## src/rtl/ul_i2c_pkg.sv

```systemverilog
// -----------------------------------------------------------------------------
// ul_i2c_pkg
//   Shared definitions for the I2C DME command path: command-word field
//   offsets, arbiter FSM state encoding, the error/readback sentinel word and
//   a small index-to-one-hot helper.
// -----------------------------------------------------------------------------
package ul_i2c_pkg;

    // Command word field offsets (DME command format)
    localparam int RDVAL = 31;  // read-after-write transaction
    localparam int RDSZ  = 28;
    localparam int WRSZ  = 26;
    localparam int DEVNO = 24;

    // Readback word that signals a failed transaction
    localparam logic [31:0] I2C_ERR_WORD = 32'hFFFF_FFFF;

    typedef enum logic [2:0] {
        ST_IDLE,
        ST_ISSUE,
        ST_WAIT_WR,
        ST_WAIT_RD,
        ST_DONE
    } arb_state_e;

    function automatic logic [3:0] idx_to_onehot(input logic [1:0] idx);
        return 4'b0001 << idx;
    endfunction

endpackage

```

## src/rtl/ul_i2c_arb_rr.sv

```systemverilog
// -----------------------------------------------------------------------------
// ul_rr_arb4
//   Combinational 4-way round-robin picker. The search starts at last+1 and
//   wraps modulo 4, so the most recently served requester has lowest priority.
//
//   req        in  4  request vector
//   last       in  2  index of the previous winner
//   gnt_onehot out 4  one-hot winner (all zero when no request)
//   gnt_idx    out 2  winner index (0 when no request)
//   any        out 1  at least one request present
// -----------------------------------------------------------------------------
module ul_rr_arb4
    import ul_i2c_pkg::*;
(
    input  logic [3:0] req,
    input  logic [1:0] last,
    output logic [3:0] gnt_onehot,
    output logic [1:0] gnt_idx,
    output logic       any
);

    logic [1:0] cand;

    // NOTE: every signal written in always_comb gets a default first, so no
    // path through the block can leave it unassigned and infer a latch.
    always_comb begin
        gnt_idx = 2'd0;
        any     = 1'b0;
        cand    = 2'd0;
        for (int i = 1; i <= 4; i++) begin
            cand = last + i[1:0];  // 2-bit add wraps modulo 4
            if (!any && req[cand]) begin
                any     = 1'b1;
                gnt_idx = cand;
            end
        end
        gnt_onehot = any ? idx_to_onehot(gnt_idx) : 4'b0000;
    end

endmodule

```

## src/rtl/ul_i2c_arb.sv

```systemverilog
// -----------------------------------------------------------------------------
// ul_i2c_arb
//   Shares one ul_i2c_dme command/readback/interrupt interface among four
//   requesters. Round-robin grant, held for the whole I2C transaction (write
//   completion, read data return, or timeout).
//
//   clk               in   1    system clock
//   reset             in   1    synchronous active-high reset
//   req_valid         in   4    per-requester command valid
//   req_data          in   128  per-requester command word, [32i+31:32i]
//   req_ready         out  4    one-hot accept strobe (ST_IDLE only)
//   req_done          out  4    one-hot 1-cycle completion pulse
//   req_err           out  1    error status, valid with req_done
//   req_rdata         out  32   readback word, valid with req_done
//   axis_cmdreg_valid out  1    command to DME
//   axis_cmdreg_data  out  32   command to DME
//   axis_cmdreg_ready in   1    DME idle/accept
//   axis_rbdata_data  in   32   DME readback register
//   int_valid         in   1    DME read-completion flag
//   int_ready         out  1    DME read-completion acknowledge
//   busy              out  1    FSM not idle
//   cur_grant         out  2    index of the active requester
// -----------------------------------------------------------------------------
module ul_i2c_arb
    import ul_i2c_pkg::*;
#(
    parameter int NREQ     = 4,
    parameter int TMO_BITS = 24,
    parameter int RD_BIT   = RDVAL
) (
    input  logic                 clk,
    input  logic                 reset,
    input  logic [NREQ-1:0]      req_valid,
    input  logic [32*NREQ-1:0]   req_data,
    output logic [NREQ-1:0]      req_ready,
    output logic [NREQ-1:0]      req_done,
    output logic                 req_err,
    output logic [31:0]          req_rdata,
    output logic                 axis_cmdreg_valid,
    output logic [31:0]          axis_cmdreg_data,
    input  logic                 axis_cmdreg_ready,
    input  logic [31:0]          axis_rbdata_data,
    input  logic                 int_valid,
    output logic                 int_ready,
    output logic                 busy,
    output logic [1:0]           cur_grant
);

    localparam logic [TMO_BITS-1:0] TMO_MAX = '1;

    arb_state_e          state_q, state_d;
    logic [1:0]          last_q,  last_d;
    logic [1:0]          grant_q, grant_d;
    logic [31:0]         cmd_q,   cmd_d;
    logic [TMO_BITS-1:0] tmo_q,   tmo_d;
    logic [31:0]         rdata_q, rdata_d;
    logic                err_q,   err_d;

    logic [3:0]          arb_onehot;
    logic [1:0]          arb_idx;
    logic                arb_any;
    logic [TMO_BITS-1:0] tmo_inc;
    logic                tmo_fire;

    ul_rr_arb4 u_rr (
        .req        (req_valid),
        .last       (last_q),
        .gnt_onehot (arb_onehot),
        .gnt_idx    (arb_idx),
        .any        (arb_any)
    );

    always_comb begin
        state_d = state_q;
        last_d  = last_q;
        grant_d = grant_q;
        cmd_d   = cmd_q;
        tmo_d   = tmo_q;
        rdata_d = rdata_q;
        err_d   = err_q;

        // Saturating increment; the timeout fires as the count reaches
        // all-ones, i.e. after 2^TMO_BITS-1 cycles in a wait state.
        tmo_inc  = (tmo_q == TMO_MAX) ? tmo_q : tmo_q + TMO_BITS'(1);
        tmo_fire = (tmo_inc == TMO_MAX);

        unique case (state_q)
            ST_IDLE: begin
                if (arb_any) begin
                    cmd_d   = req_data[32*arb_idx +: 32];
                    grant_d = arb_idx;
                    last_d  = arb_idx;
                    state_d = ST_ISSUE;
                end
            end
            ST_ISSUE: begin
                if (axis_cmdreg_ready) begin
                    tmo_d   = '0;
                    state_d = cmd_q[RD_BIT] ? ST_WAIT_RD : ST_WAIT_WR;
                end
            end
            ST_WAIT_WR: begin
                tmo_d = tmo_inc;
                // tmo_q == 0 only in the first wait cycle: DME ready is still
                // high from the accept and drops one cycle late.
                if (tmo_q != '0 && axis_cmdreg_ready) begin
                    state_d = ST_DONE;
                    err_d   = 1'b0;
                    rdata_d = '0;
                end else if (tmo_fire) begin
                    state_d = ST_DONE;
                    err_d   = 1'b1;
                    rdata_d = I2C_ERR_WORD;
                end
            end
            ST_WAIT_RD: begin
                tmo_d = tmo_inc;
                if (int_valid) begin
                    state_d = ST_DONE;
                    err_d   = (axis_rbdata_data == I2C_ERR_WORD);
                    rdata_d = axis_rbdata_data;
                end else if (tmo_fire) begin
                    state_d = ST_DONE;
                    err_d   = 1'b1;
                    rdata_d = I2C_ERR_WORD;
                end
            end
            ST_DONE: state_d = ST_IDLE;
            default: state_d = ST_IDLE;
        endcase
    end

    // NOTE: sequential state uses non-blocking assignments so every flop
    // samples its _d value from before the edge, independent of statement order.
    always_ff @(posedge clk) begin
        if (reset) begin
            state_q <= ST_IDLE;
            last_q  <= 2'd3;  // requester 0 is searched first
            grant_q <= 2'd0;
            cmd_q   <= '0;
            tmo_q   <= '0;
            rdata_q <= '0;
            err_q   <= 1'b0;
        end else begin
            state_q <= state_d;
            last_q  <= last_d;
            grant_q <= grant_d;
            cmd_q   <= cmd_d;
            tmo_q   <= tmo_d;
            rdata_q <= rdata_d;
            err_q   <= err_d;
        end
    end

    assign busy              = (state_q != ST_IDLE);
    assign cur_grant         = grant_q;
    assign axis_cmdreg_valid = (state_q == ST_ISSUE);
    assign axis_cmdreg_data  = cmd_q;
    // Ready in ST_IDLE too, so a late interrupt from a timed-out read is drained.
    assign int_ready         = (state_q == ST_IDLE) || (state_q == ST_WAIT_RD);
    assign req_ready         = (state_q == ST_IDLE) ? arb_onehot : '0;
    assign req_done          = (state_q == ST_DONE) ? idx_to_onehot(grant_q) : '0;
    assign req_err           = err_q;
    assign req_rdata         = rdata_q;

endmodule

```

## config.mk

```make
export PLATFORM = sky130hd
export DESIGN_NAME = ul_i2c_arb
export DESIGN_NICKNAME = d
export VERILOG_FILES = /design/src/rtl/ul_i2c_pkg.sv /design/src/rtl/ul_i2c_arb_rr.sv /design/src/rtl/ul_i2c_arb.sv
export SDC_FILE = /design/constraint.sdc
export NUM_CORES = 1
export LEC_CHECK = 0
export CORE_UTILIZATION = 44
export CTS_BUF_LIST = sky130_fd_sc_hd__clkbuf_8
export DETAILED_ROUTE_END_ITERATION = 8
export PLACE_DENSITY = 0.89
export SYNTH_ARGS = -nofsm -noshare
export SYNTH_HDL_FRONTEND = slang
export SYNTH_SLANG_ARGS = --single-unit
```

## constraint.sdc

```tcl
create_clock -name clk -period 3.9 [get_ports clk]
set_clock_uncertainty 0.2 [all_clocks]
set_input_delay 0.585 -clock clk [delete_from_list [all_inputs] [get_ports clk]]
set_output_delay 0.585 -clock clk [all_outputs]
set_load 0.03 [all_outputs]
```

* Word level (Yosys, flattened, before mapping)
Index checks and enable logic that the tools add are counted.
Cells by class: $add $sub $neg 4, order comparisons 4, eq/ne operators 9, shift operators 3, mux-type cells 37, reductions and logical operators 17
Operators with widths (number):
- $shiftx 128x8->32 | 1
- $mux 32 | 3
- $pmux 32 s2 | 1
- $eq 24x24->1 const B | 2
- $mux 24 | 2
- $pmux 24 s2 | 1
- $eq 32x32->1 const B | 1
- $add 24x1->24 const B | 1
- $reduce_bool 24->1 | 1
- $mux 3 | 5
- $lt 2x3->1 const B | 4
- $mux 1 | 12
- $mux 4 | 3
- $pmux 3 s4 | 1
- $bmux 1 s2 | 4
- $mux 2 | 4
- $shl 1x2->4 const A | 2
- $eq 3x2->1 const B | 2
- $reduce_and 2->1 | 3
- $add 2x2->2 const B | 2
- $logic_and 1x1->1 | 4
- $reduce_bool 2->1 | 2
- $eq 3x1->1 const B | 1
- $eq 3x3->1 const B | 1
- other kinds (9) | 11
Storage, ports and cells: flip-flop bits (word level) 96, input bits 168, output and inout port bits 78

* Longest topological paths before layout
depth in word-level cells 16, depth in mapped cells 10, mapped depth without buffers 9

* By module
Synthesis repeated with hierarchy kept, for this count alone.
Unflattened totals: cells, all modules 684, area, all modules 5929.4 um^2
Modules (own cells, without submodules):
- ul_i2c_arb | times used 1, cells each 654, area an instance 5728.0 um^2, seq. area each 1921.8 um^2
- ul_rr_arb4 | times used 1, cells each 30, area an instance 201.4 um^2, seq. area each 0.0 um^2

* Least setup slack after synthesis
OpenSTA, ideal clock, no wires.
path kind register -> register, start point register tmo_q[1], end point register rdata_q[0], in the netlist req_rdata[0], arrival 2753 ps, required time 3600 ps, path slack 847 ps, cell stages (with the launch flop) 10, path buffers 1, cells stage by stage dfxtp_1 ha_1 nand4_4 or4_4 a21oi_4 a21o_1 nand4_1 or4_4 buf_6 a2111oi_4
Between the ends: cells in the longest elaborated chain, start to end 6
RTL lines:
- start, declared | line ul_i2c_arb.sv:55 | logic [TMO_BITS-1:0] tmo_q, tmo_d;
- start signal, assigned | line ul_i2c_arb.sv:149 | tmo_q <= tmo_d;
- $add 24x1->24 / $eq 24x24->1 (equally long branches) | line ul_i2c_arb.sv:84 | tmo_inc = (tmo_q == TMO_MAX) ? tmo_q : tmo_q + TMO_BITS'(1);
- $mux 24 | line ul_i2c_arb.sv:84
- $eq 24x24->1 | line ul_i2c_arb.sv:85 | tmo_fire = (tmo_inc == TMO_MAX);
- $mux 32
- $mux 32, on equally long branches
- $pmux 32 s2 * | line ul_i2c_arb.sv:87 | unique case (state_q)
- end signal, assigned | line ul_i2c_arb.sv:150 | rdata_q <= rdata_d;
- end, declared | line ul_i2c_arb.sv:56 | logic [31:0] rdata_q, rdata_d;
Every way passes the cells marked *; elsewhere a longest branch is shown, timed or not. A chain may end at the register's enable or synchronous reset.

* Worst setup path after layout
start point input port req_valid[3], end point output port req_ready[1]
Between the ends: cells in the longest elaborated chain, start to end 15
RTL lines:
- start, declared | line ul_i2c_arb.sv:33 | input logic [NREQ-1:0] req_valid,
- $bmux 1 s2 | line ul_i2c_arb_rr.sv:32 | if (!any && req[cand]) begin
- $mux 1 (implied by the code) | line ul_i2c_arb_rr.sv:32
- $mux 1 | line ul_i2c_arb_rr.sv:32
- $logic_not 1->1 | line ul_i2c_arb_rr.sv:32
- $logic_and 1x1->1 | line ul_i2c_arb_rr.sv:32
- $mux 1 | line ul_i2c_arb_rr.sv:32
- $logic_not 1->1 | line ul_i2c_arb_rr.sv:32
- $logic_and 1x1->1 | line ul_i2c_arb_rr.sv:32
- $mux 1 | line ul_i2c_arb_rr.sv:32
- $logic_not 1->1 | line ul_i2c_arb_rr.sv:32
- $logic_and 1x1->1 | line ul_i2c_arb_rr.sv:32
- $mux 2 | line ul_i2c_arb_rr.sv:32
- $shl 1x2->4 | line ul_i2c_pkg.sv:27 | return 4'b0001 << idx;
- $mux 4 * | line ul_i2c_arb_rr.sv:37 | gnt_onehot = any ? idx_to_onehot(gnt_idx) : 4'b0000;
- $mux 4 * | line ul_i2c_arb.sv:161 | assign req_ready = (state_q == ST_IDLE) ? arb_onehot : '0;
- end, declared | line ul_i2c_arb.sv:35 | output logic [NREQ-1:0] req_ready,
Every way passes the cells marked *; elsewhere a longest branch is shown, timed or not. The select of a mux whose other input is x is not followed.

==> results.toml <==
[placed_design]
dp_hpwl_um = 15160
dpl_worst_slack_ns = 0.3748
port_buffers = 245
place.gp.congestion = 0.9544

[power]
cellPowerDensity_mw_per_mm2 = 489.4
p_leak_nw = 3.111
ir_worst_vdd_v = 0.0002787

[floorplanning]
die_area_mm2 = 0.01360
design.core.area_mm2 = 0.01272
row_count = 41
io_pins = 246
die_x_um = 116.6
start_util_pct = 45.45
die_h_um = 116.6

[clock_tree]
cts_htree_levels = 3
ctsHoldBuffers = 0
cts_resized = 0
ctsRootBufferMaster = "clkbuf_8"
clk_pin_slew_ns = 0.10
cts.path.max_buffers = 2
clock_latency_ns = 0.39
cts_buffers = 9
post_cts_buffers = 0
cts_tree = "built"
cts.sinks = 96

[detailed_routing]
drtIter0Drc = 534
drtPass1Iterations = 8
ant_nets = 0
via_per_inst = 5.757
wl_per_cell_um = 16.83
wl_um = 20370
drc = 2
vias = 6966

[finish]
area_growth_syn_to_layout_pct = 47.78
nets = 1202
layout-drive-gt1-share_pct = 6.557

[synth]
syn-cell-area_mm2 = 0.005782
ys.flop_type = "dfxtp_1"
syn_inst = 826
ys_seq_elements = 96
synth_top_area_cell = "dfxtp_1"
synthTopCellsByArea = "dfxtp_1 (33%), nand2_1 (15%), a21oi_1 (6.1%)"
yosysMostFrequentCell = "nand2_1"
synth_common_cells = "nand2_1 (224), dfxtp_1 (96), a21oi_1 (70)"
synth_cell_type_count = 62
synth_top_area_share_pct = 33.24
ys_warn_count = 0
syn_nets = 996
seq_area_frac_synth_pct = 33.24
synth_edf_count = 0
syn_avg_cell_area_um2 = 7.000
async_reset_ff_share_pct = 0

[setup_path]
critical_path.most_common_cell = "clkdlybuf4s50_1"
crit_path_end_kind = "primary output"
crit_path_top_delay_cell = "clkdlybuf4s50_1"
crit_arrival_ns = 2.76
critPathKind = "input port to primary output"
start_kind = "input port"
cp.required_ns = 3.12
worstPathCellList = "clkdlybuf4s50_1, nor2b_1, o21a_1, nor3_2, nor3_1, clkdlybuf4s50_1"
critPathTopFamily = "buffers and inverters"
crit_buf_inv = 2
critical_path.max_fanout = 4
max_stage_delay_ns = 0.80

[global_route]
antenna_found_initial = 0
grtUsageTotal_pct = 29.96
first_global_vias = 6379
grt_start_max_net_pins = 70
grt_first_pass_wirelength_um = 31820
grt-ovfl-total = 0

[sta]
finalCritPeriodShare_pct = 90.83
setup_viol = 0
tightest_slew_ns = 1.310
max_freq_ghz = 0.2823
drv_slew = 0
rsz0062_at_grt = "no"
tns_ns = 0
worst_slack_ns = 0.3575
maxSlewHeadroom_pct = 10.38
hold_viol = 0
fin_crit_ns = 3.543

[min_path]
min_path_type = "register to register"

[run_status]
status = "complete, but fails checks"
violations = "design-rule violations"

[flow_run]
maxCapViolCount = 0
-- layout by cell type, fill, tap and decap left out, types with 5 or more instances in the layout --
cell type          n
clkbuf_8           9
inv_1              5
nor2_1            51
a311oi_1           5
a31oi_1            5
o211ai_1          33
nand2_1          224
o21ai_0           50
a211oi_1           8
and3_1             6
a22oi_1           30
a21oi_1           69
nor3_1            14
nand3_1           46
nor4_1             9
buf_4             24
clkdlybuf4s50_1  241
nand4_1           18
dfxtp_1           96
-- worst reg2reg max path: stages (launching register included) --
cell and delay, ns:
dfxtp_1 0.46, ha_1 0.33, nand4_4 0.19, or4_4 0.59
a21oi_4 0.18, a21o_1 0.15, nand4_1 0.12, or4_4 0.74
a2111oi_2 0.40
-- final timing paths --
check | slack, ns | cells after the start | endpoint | from
max reg2reg | 0.45 | 8 | req_rdata[31] | tmo_q[1]
min | 0.26 | 2 | axis_cmdreg_data[8] | axis_cmdreg_data[8]
min reg2reg | 0.26 | 2 | axis_cmdreg_data[8] | axis_cmdreg_data[8]
max | 0.36 | 6 | req_ready[1] | req_valid[3]
-- cells by family (layout without fill, tap and decap cells) --
| logic type | Yosys count | count (layout) | share of synthesized area, % |
|---|---|---|---|
| and+or+nand+nor | 411 | 411 | 32.94 |
| AOI/OAI and AO/OA | 235 | 235 | 27.20 |
| DFF | 96 | 96 | 33.24 |
| buffers and inverters | 76 | 287 | 5.280 |
| xor gates and xnor gates | 6 | 6 | 0.9089 |
| adders and majority gates | 2 | 2 | 0.4327 |
| other | 0 | 1 | 0 |
-- registers in the layout (all words and copies together), names as in the netlist --
register and flops:
req_rdata 32, state_q 3, req_err 1, last_q 2, axis_cmdreg_data 32, cur_grant 2, tmo_q 24
-- layout make-up --
cell class / count / area (um^2)
Sequential cell: 96 / 1922
Fill cell: 1129 / 4178
Inverter: 5 / 18.77
Timing Repair Buffer: 266 / 2597
Clock buffer: 9 / 123.9
Multi-Input combinational cell: 654 / 3588
Clock inverter: 7 / 76.32
Tap cell: 172 / 215.2
Antenna cell: 1 / 2.502
-- stage by stage --
step	area, um^2	power [mW]	hold WS (ns)	util [%]	std cells
after floorplan	5782	2.626	0.2821	-	826
after global placement	8342	3.476	0.2406	65.57	1193
after detailed placement	8342	3.514	0.2458	65.57	1193
after CTS	8542	4.189	0.2616	67.14	1209
after global routing	8542	4.452	0.2834	67.14	1209
final	8544	4.182	0.2585	67.16	1210
-- per-layer routing --
metal	wire [um]	vias up	GRT usage, %
met3	1572	41	6.435
met2	9955	305	51.68
met1	8335	3241	36.56
li1	-	3379	-
met5	0	-	0
met4	502	0	11.14
-- where the power goes --
group	switching, mW	leakage, nW	internal [mW]	total [mW]
Combinational	1.37	2.23	0.854	2.23
Sequential	0.128	0.781	1.15	1.28
Clock	0.419	0.103	0.260	0.678
Power figures use the tool's default switching activity.
